===== src/rtl/seq_alu_if.sv =====
// Handshake and data bundle between the ID/EX register, seq_alu and EX/MEM.
// master drives operands and out_ready; slave returns in_ready and results.
interface seq_alu_if #(
  parameter int WIDTH = 32
);
  logic             in_valid;
  logic             in_ready;
  logic [WIDTH-1:0] val_1;
  logic [WIDTH-1:0] val_2;
  logic [3:0]       exec_cmd;
  logic             cin;
  logic             out_valid;
  logic             out_ready;
  logic [WIDTH-1:0] alu_res;
  logic [3:0]       status_bits;

  modport master (
    output in_valid, val_1, val_2, exec_cmd, cin, out_ready,
    input  in_ready, out_valid, alu_res, status_bits
  );

  modport slave (
    input  in_valid, val_1, val_2, exec_cmd, cin, out_ready,
    output in_ready, out_valid, alu_res, status_bits
  );
endinterface


===== src/rtl/seq_alu.sv =====
// Registered execute-stage ALU with valid/ready handshakes and {Z,C,N,V} status.
// Define ALU_MUL_EN to add the iterative radix-2 shift-add multiply (cmd 1010).
module seq_alu #(
  parameter int WIDTH = 32
) (
  input logic       clk,
  input logic       rst,
  seq_alu_if.slave  bus
);

  typedef enum logic [3:0] {
    CMD_MOV = 4'b0001,
    CMD_MVN = 4'b1001,
    CMD_ADD = 4'b0010,
    CMD_ADC = 4'b0011,
    CMD_SUB = 4'b0100,
    CMD_SBC = 4'b0101,
    CMD_AND = 4'b0110,
    CMD_ORR = 4'b0111,
    CMD_EOR = 4'b1000,
    CMD_MUL = 4'b1010
  } cmd_t;

`ifdef ALU_MUL_EN
  localparam int CNT_W = $clog2(WIDTH) + 1;
  typedef enum logic [1:0] {IDLE = 2'd0, BUSY = 2'd1, DONE = 2'd2} state_t;
`else
  typedef enum logic [1:0] {IDLE = 2'd0, DONE = 2'd2} state_t;
`endif

  state_t           state;
  logic             out_valid_q;
  logic [WIDTH-1:0] res_q;
  logic [3:0]       status_q;
  logic             in_ready;
  logic             accept;
  logic [WIDTH-1:0] res;
  logic [WIDTH:0]   sum;
  logic             c_flag;
  logic             v_flag;

  function automatic logic [3:0] flags(input logic [WIDTH-1:0] r, input logic c, input logic v);
    return {r == '0, c, r[WIDTH-1], v};
  endfunction

  assign in_ready        = (state == IDLE) | ((state == DONE) & bus.out_ready);
  assign accept          = bus.in_valid & in_ready;
  assign bus.in_ready    = in_ready;
  assign bus.out_valid   = out_valid_q;
  assign bus.alu_res     = res_q;
  assign bus.status_bits = status_q;

  // Borrow lands in sum[WIDTH] for SUB/SBC, so C is its inverse.
  always_comb begin
    res    = '0;
    sum    = '0;
    c_flag = 1'b0;
    v_flag = 1'b0;
    case (bus.exec_cmd)
      CMD_MOV: res = bus.val_2;
      CMD_MVN: res = ~bus.val_2;
      CMD_ADD, CMD_ADC: begin
        sum = {1'b0, bus.val_1} + {1'b0, bus.val_2}
            + ((bus.exec_cmd == CMD_ADC) ? {{WIDTH{1'b0}}, bus.cin} : '0);
        res    = sum[WIDTH-1:0];
        c_flag = sum[WIDTH];
        v_flag = (bus.val_1[WIDTH-1] == bus.val_2[WIDTH-1]) && (res[WIDTH-1] != bus.val_1[WIDTH-1]);
      end
      CMD_SUB, CMD_SBC: begin
        sum = {1'b0, bus.val_1} - {1'b0, bus.val_2}
            - ((bus.exec_cmd == CMD_SBC) ? {{WIDTH{1'b0}}, bus.cin} : '0);
        res    = sum[WIDTH-1:0];
        c_flag = ~sum[WIDTH];
        v_flag = (bus.val_1[WIDTH-1] != bus.val_2[WIDTH-1]) && (res[WIDTH-1] != bus.val_1[WIDTH-1]);
      end
      CMD_AND: res = bus.val_1 & bus.val_2;
      CMD_ORR: res = bus.val_1 | bus.val_2;
      CMD_EOR: res = bus.val_1 ^ bus.val_2;
      default: res = '0;
    endcase
  end

`ifdef ALU_MUL_EN
  logic [WIDTH-1:0] acc;
  logic [WIDTH-1:0] mcand;
  logic [WIDTH-1:0] mplier;
  logic [WIDTH-1:0] acc_next;
  logic [CNT_W-1:0] counter;
  logic             is_mul;

  assign is_mul   = (bus.exec_cmd == CMD_MUL);
  assign acc_next = mplier[0] ? (acc + mcand) : acc;
`endif

  always_ff @(posedge clk or negedge rst) begin
    if (!rst) begin
      state       <= IDLE;
      out_valid_q <= 1'b0;
      res_q       <= '0;
      status_q    <= '0;
`ifdef ALU_MUL_EN
      counter     <= '0;
      acc         <= '0;
      mcand       <= '0;
      mplier      <= '0;
`endif
    end else begin
      case (state)
        IDLE, DONE: begin
          if (accept) begin
`ifdef ALU_MUL_EN
            if (is_mul) begin
              state       <= BUSY;
              out_valid_q <= 1'b0;
              acc         <= '0;
              mcand       <= bus.val_1;
              mplier      <= bus.val_2;
              counter     <= '0;
            end else
`endif
            begin
              state       <= DONE;
              out_valid_q <= 1'b1;
              res_q       <= res;
              status_q    <= flags(res, c_flag, v_flag);
            end
          end else if ((state == DONE) && bus.out_ready) begin
            state       <= IDLE;
            out_valid_q <= 1'b0;
          end
        end
`ifdef ALU_MUL_EN
        // One multiplier bit per cycle; the last iteration writes the result directly.
        BUSY: begin
          acc     <= acc_next;
          mcand   <= mcand << 1;
          mplier  <= mplier >> 1;
          counter <= counter + CNT_W'(1);
          if (counter == CNT_W'(WIDTH - 1)) begin
            state       <= DONE;
            out_valid_q <= 1'b1;
            res_q       <= acc_next;
            status_q    <= flags(acc_next, 1'b0, 1'b0);
            counter     <= '0;
          end
        end
`endif
        default: begin
          state       <= IDLE;
          out_valid_q <= 1'b0;
        end
      endcase
    end
  end

endmodule


===== src/flat_wrapper.sv =====
// flat-port wrapper written by rule: the top's interface ports become plain ports
module seq_alu_flat 
#(
  parameter int WIDTH = 32
)
  (clk, rst, bus_in_valid, bus_val_1, bus_val_2, bus_exec_cmd, bus_cin, bus_out_ready, bus_in_ready, bus_out_valid, bus_alu_res, bus_status_bits);
  seq_alu_if #(.WIDTH(WIDTH)) bus_i ();
  input logic clk;
  input logic rst;
  input wire logic [$bits(bus_i.in_valid)-1:0] bus_in_valid;
  input wire logic [$bits(bus_i.val_1)-1:0] bus_val_1;
  input wire logic [$bits(bus_i.val_2)-1:0] bus_val_2;
  input wire logic [$bits(bus_i.exec_cmd)-1:0] bus_exec_cmd;
  input wire logic [$bits(bus_i.cin)-1:0] bus_cin;
  input wire logic [$bits(bus_i.out_ready)-1:0] bus_out_ready;
  output wire logic [$bits(bus_i.in_ready)-1:0] bus_in_ready;
  output wire logic [$bits(bus_i.out_valid)-1:0] bus_out_valid;
  output wire logic [$bits(bus_i.alu_res)-1:0] bus_alu_res;
  output wire logic [$bits(bus_i.status_bits)-1:0] bus_status_bits;
  assign bus_i.in_valid = bus_in_valid;
  assign bus_i.val_1 = bus_val_1;
  assign bus_i.val_2 = bus_val_2;
  assign bus_i.exec_cmd = bus_exec_cmd;
  assign bus_i.cin = bus_cin;
  assign bus_i.out_ready = bus_out_ready;
  assign bus_in_ready = bus_i.in_ready;
  assign bus_out_valid = bus_i.out_valid;
  assign bus_alu_res = bus_i.alu_res;
  assign bus_status_bits = bus_i.status_bits;
  seq_alu #(.WIDTH(WIDTH)) u_core (.clk(clk), .rst(rst), .bus(bus_i));
endmodule

===== config.mk =====
export PLATFORM = sky130hd
export DESIGN_NAME = seq_alu_flat
export DESIGN_NICKNAME = d
export VERILOG_FILES = /design/src/rtl/seq_alu_if.sv /design/src/rtl/seq_alu.sv /design/src/flat_wrapper.sv
export SDC_FILE = /design/constraint.sdc
export NUM_CORES = 1
export LEC_CHECK = 0
export CAP_MARGIN = 20
export CORE_MARGIN = 2
export CORE_UTILIZATION = 60
export CTS_BUF_LIST = sky130_fd_sc_hd__clkbuf_2 sky130_fd_sc_hd__clkbuf_4 sky130_fd_sc_hd__clkbuf_8
export CTS_CLUSTER_SIZE = 12
export DETAILED_ROUTE_END_ITERATION = 6
export DONT_BUFFER_PORTS = 1
export PLACE_DENSITY_LB_ADDON = 0.05
export RECOVER_POWER = 100
export SYNTH_ARGS = -nofsm -noshare
export SYNTH_HDL_FRONTEND = slang
export SYNTH_SLANG_ARGS = --single-unit

===== constraint.sdc =====
create_clock -name clk -period 2.25 [get_ports clk]
set_input_delay 0.675 -clock clk [delete_from_list [all_inputs] [get_ports clk]]
set_output_delay 0.675 -clock clk [all_outputs]
set_load 0.005 [all_outputs]

After elaboration in Yosys (flattened, before gate mapping)

Cells that the tools add are included.

Flip-flop bits (word level): 39

Add/subtract/negate cells: 4
Equal/unequal tests: 15
Mux-type cells: 11
Bitwise operators: 8
Reduce and logical (&&, ||, !) cells: 9

Operators by type and width:

| operator             | count |
|---|---|
| $pmux W32 S7         | 1 |
| $add A32 B32 Y33     | 1 |
| $add A33 B33 Y33     | 1 |
| $sub A32 B32 Y33     | 1 |
| $sub A33 B33 Y33     | 1 |
| $and A32 B32 Y32     | 1 |
| $logic_not A32 Y1    | 1 |
| $not A32 Y32         | 1 |
| $or A32 B32 Y32      | 1 |
| $xor A32 B32 Y32     | 1 |
| $eq A4 B3 Y1 const B | 4 |
| $eq A4 B2 Y1 const B | 2 |
| $eq A4 B4 Y1 const B | 2 |
| $mux W2              | 3 |
| $reduce_or A2 Y1     | 3 |
| $mux W1              | 5 |
| $eq A4 B1 Y1 const B | 1 |
| $pmux W1 S2          | 2 |
| $logic_and A1 B1 Y1  | 3 |
| $ne A1 B1 Y1         | 3 |
| $ne A3 B1 Y1 const B | 1 |
| $and A1 B1 Y1        | 2 |
| $eq A2 B2 Y1 const B | 1 |
| $logic_not A2 Y1     | 1 |
| other kinds (4)      | 4 |

Longest topological paths before layout

Depth after elaboration: 6
Gate-level depth with buffers: 23

Worst setup path after synthesis

Ideal clock, no wire load.

Kind: input port to flip-flop
Start: input bus_exec_cmd[0]
End: register u_core.status_q[3] (netlist: u_core.bus.status_bits[3])
Library setup time: 0.067 ns
Data arrival time: 5.247 ns
Path slack: -3.064 ns
Stages on the path: 23
Buffers on the path: 6
Cell sequence: buf_2 > buf_2 > buf_2 > buf_1 > buf_2 > clkbuf_1 > and3_1 > fa_1 > inv_1 > ha_1 > nor2_1 > fa_1 > nor3b_1 > o211ai_1 > nand2_1 > a41oi_1 > a221o_1 > nand3_1 > a32oi_1 > xnor2_1 > o211ai_1 > nor4_2 > a32o_1

Cells in the longest elaborated chain, start to end: 5
Elaborated cells between the ends (all ways): 17
Those cells by class: add/sub: 2; eq/ne: 9; mux: 3; reduce/logical: 3

Ends and longest elaborated chain:

| what                                                 | RTL line                                    | source |
|---|---|---|
| from (decl)                                          | flat_wrapper.sv:13                          | `input wire logic [$bits(bus_i.exec_cmd)-1:0] bus_exec_cmd;` |
| $eq A4 B3 Y1 or $eq A4 B2 Y1 (tied branches)         | seq_alu.sv:59, seq_alu.sv:71, seq_alu.sv:64 |  |
| $mux W1 (on tied branches)                           | seq_alu.sv:71, seq_alu.sv:64                |  |
| $sub A33 B33 Y33 or $add A33 B33 Y33 (tied branches) | seq_alu.sv:71, seq_alu.sv:64                |  |
| $pmux W32 S7 *                                       | seq_alu.sv:59                               | `case (bus.exec_cmd)` |
| $logic_not A32 Y1 *                                  | seq_alu.sv:43                               | `return {r == '0, c, r[WIDTH-1], v};` |
| to (signal assigned)                                 | seq_alu.sv:125                              | `status_q <= flags(res, c_flag, v_flag);` |
| to (decl)                                            | seq_alu.sv:34                               | `logic [3:0] status_q;` |

Every way passes the cells marked *; elsewhere a longest branch is shown, timed or not.
A chain may end at the register's enable or synchronous reset.

Final worst setup path

Start: input bus_exec_cmd[3]
End: register u_core.status_q[3] (netlist: u_core.bus.status_bits[3])

The elaborated chain is that of the path after synthesis.

==> flow_summary.toml <==
[setup_path]
critPathMaxFanout = 45
crit_buf_inv = 2
arrival_ns = 4.57
critPathKind = "input port to register"
critPathCaptureType = "register"
cp_data_required_time_ns = 2.50
reg2reg_to = "u_core.bus.status_bits[3]"
crit_slowest_cell = "fa_2"
worstSetupStartpointType = "input port"
r2r_cells = 11
reg2reg_from = "u_core.state[1]"
slowest_delay_ns = 0.47
r2r_setup_slack_ns = -0.20
crit_family = "compound AO/OA/AOI/OAI gates"
cp_cell_sequence = "nor3b_4 > and3_4 > fa_2 > inv_2 > ha_4 > nor2_4 > fa_2 > nor3b_4 > o211ai_1 > buf_4 > nand2_4 > a41oi_4 > a221o_1 > nand3_2 > a32oi_2 > xnor2_1 > o211ai_1 > nor4_2 > a32o_1"

[sta]
setup_ws_ns = -2.073
slew_violations = 0
hold_violations = 0
worst-slew-pin-transition_ns = 0.7781
rsz0062_at_grt = "yes"
finalCriticalPeriod_ns = 4.323
post-route-period-util_pct = 192.1
fin_skew_ns = 0.01895
maxClockFrequency_mhz = 231.3
setup_violations = 35
fin_hold_ws_ns = 0.05159
slew_headroom_pct = 47.94

[synth]
yosysTopAreaCellShare_pct = 19.73
yosysWarnings = 0
synth_edf_count = 0
synth.avg_cell_area_um2 = 7.120
synth_nets = 1325
synth_cells = 1122
yosysSeqAreaShare_pct = 11.28
yosysUniqueCellTypes = 82
ys_ff_latch = 36
synth_ff_type = "dfrtp_1"
async_reset_ff_share_pct = 100.0
synthesis.area_um2 = 7989
synth_top_cell_by_area = "ha_1"
ys_top_cells_by_area = "ha_1 20%, dfrtp_1 11%, nand2_1 6.3%, a21oi_1 6.1%, inv_1 5.3%"
ys_top_cells_by_count = "134 x nand2_1, 126 x ha_1, 112 x inv_1"
yosysMostFrequentCell = "nand2_1"

[floorplanning]
fp.coreArea_um2 = 13140
die_h_um = 119.4
dieArea_um2 = 14250
ios = 111
die_w_um = 119.4
row_count = 42
start_util_pct = 60.81

[cells_and_area]
finish.utilization_pct = 85.14
final_nets = 1605
layoutNonFillerInstCount = 1578
diodes = 0
nFillCells = 845
areaGrowthSynthToFinish_pct = 40.02
drive_gt1_share_pct = 34.09

[pwr]
p_leak_uw = 0.005414
fin_total_pwr_uw = 4912
power.density_nw_per_um2 = 439.1
ir_drop_v = 0.0002201

[global_routing]
grt_max_degree = 89
first_global_vias = 9717
grt_pass1_wl_um = 49620
antenna_found_initial = 0
grtUsageTotal_pct = 43.44
globalRouteOverflowTotal = 0

[run]
maxCapViolCount = 0

[cts]
cts_tree = "done"
path_clk_slew_ns = 0.09
htree_levels = 2
cts_made_buffers = 5
hold_buffers = 0
clk_root_buffer_cell = "clkbuf_8"
clk_latency_ns = 0.31
clock_sinks = 36
cts_max_path_buffers = 2

[detailed_routing]
drt_iter0_drc = 1200
post_drt_wl_per_cell_um = 20.80
drcViolationCount = 0
drt_wl_total_um = 32820
dr.pass1.iters = 6
vias_per_cell = 6.419
ant_nets = 0
vias = 10130

[placed_design]
globalplace.congestion = 1.043
dp_hpwl_um = 24580
place_inst = 1557
pre_cts_ws_ns = -2.201
port-buffer-count = 0

[run_status]
status = "finished with violations"
violations = "negative setup slack"

[min_path]
hp-class = "input port to async pin"
-- worst register-to-register path, cell delays in order, from the launching register on --
cell	delay, ns
dfrtp_1	0.39
nand2b_1	0.09
and2_1	0.17
o21ai_0	0.14
nor4_1	0.34
nand4_1	0.18
nor4_2	0.19
nand4_1	0.18
nor4_2	0.21
nand4_1	0.15
nor4_2	0.18
a32o_1	0.19
-- stage by stage --
stage                     instance area (µm²)  setup TNS [ns]
after floorplan                          8147          -54.67
final                                   11190          -45.62
after CTS                               10930          -38.59
after global placement                  10460          -49.44
after global routing                    11190          -47.94
after detailed placement                10460          -52.28
-- how the worst max path moves through the flow --
stage | startpoint | to | slack [ns] | cells past startpoint
2_1_floorplan | bus_exec_cmd[0] | u_core.bus.status_bits[3] | -2.32 | 23
3_3_place_gp | bus_exec_cmd[3] | u_core.bus.status_bits[3] | -2.16 | 18
3_5_place_dp | bus_exec_cmd[2] | u_core.bus.status_bits[3] | -2.20 | 16
4_1_cts | bus_exec_cmd[2] | u_core.bus.status_bits[3] | -1.73 | 18
5_1_grt | bus_exec_cmd[3] | u_core.bus.status_bits[3] | -2.16 | 19
6_report | bus_exec_cmd[3] | u_core.bus.status_bits[3] | -2.07 | 19
-- power by group --
part           internal, µW  switching [µW]
Sequential              758            94.8
Clock                   210             244
Combinational          1720            1880
-- state kept, by name, summed over array words and instances (netlist names) --
signal and cells:
u_core.bus.alu_res 31, u_core.state 1, u_core.bus.status_bits 4
-- metal layers --
layer | routed length, µm | up-vias | track usage (%)
met5 | 0 | - | 0
met4 | 1741 | 0 | 17.94
met3 | 3818 | 166 | 8.429
met2 | 14350 | 705 | 69.04
met1 | 12910 | 4672 | 57.69
li1 | - | 4586 | -
-- layout by cell type (no fill, tap or decap), types with 16 or more instances in the layout --
master and count:
nand2_2 16, a21o_1 25, o22ai_1 22, xnor2_1 30
nand3_1 22, o211ai_1 21, xor2_1 21, nand4_1 19
o21ai_0 62, a21oi_1 82, buf_4 334, a22oi_1 20
nor2_1 54, inv_1 111, nand2_1 117, ha_1 124
dfrtp_1 36
-- kinds of logic after synthesis --
| family | synth area share (%) |
|---|---|
| multiplexers | 2.678 |
| XOR/XNOR | 6.139 |
| adder cells (fa/ha/maj) | 20.74 |
| AND/OR/NAND/NOR | 19.66 |
| buffers and inverters | 9.131 |
| flip-flops | 11.28 |
| AO/OA/AOI/OAI | 30.38 |
-- final cells by class --
type | count | area [µm²] | share of cell area (%)
Timing Repair Buffer | 343 | 2597 | 23.22
Tap cell | 176 | 220.2 | 1.969
Inverter | 112 | 420.4 | 3.758
Multi-Input combinational cell | 904 | 6965 | 62.27
Sequential cell | 36 | 900.9 | 8.054
Clock buffer | 5 | 68.82 | 0.6152
Clock inverter | 2 | 12.51 | 0.1119
-- what timing repair did --
item / 4_1_cts / 5_1_grt
setup buffers: 13 / 12
setup endpoints to repair: 35 / 35
pin swaps: 25 / 52
gates resized for setup: 68 / 56
(Power assumes the default switching activity.)
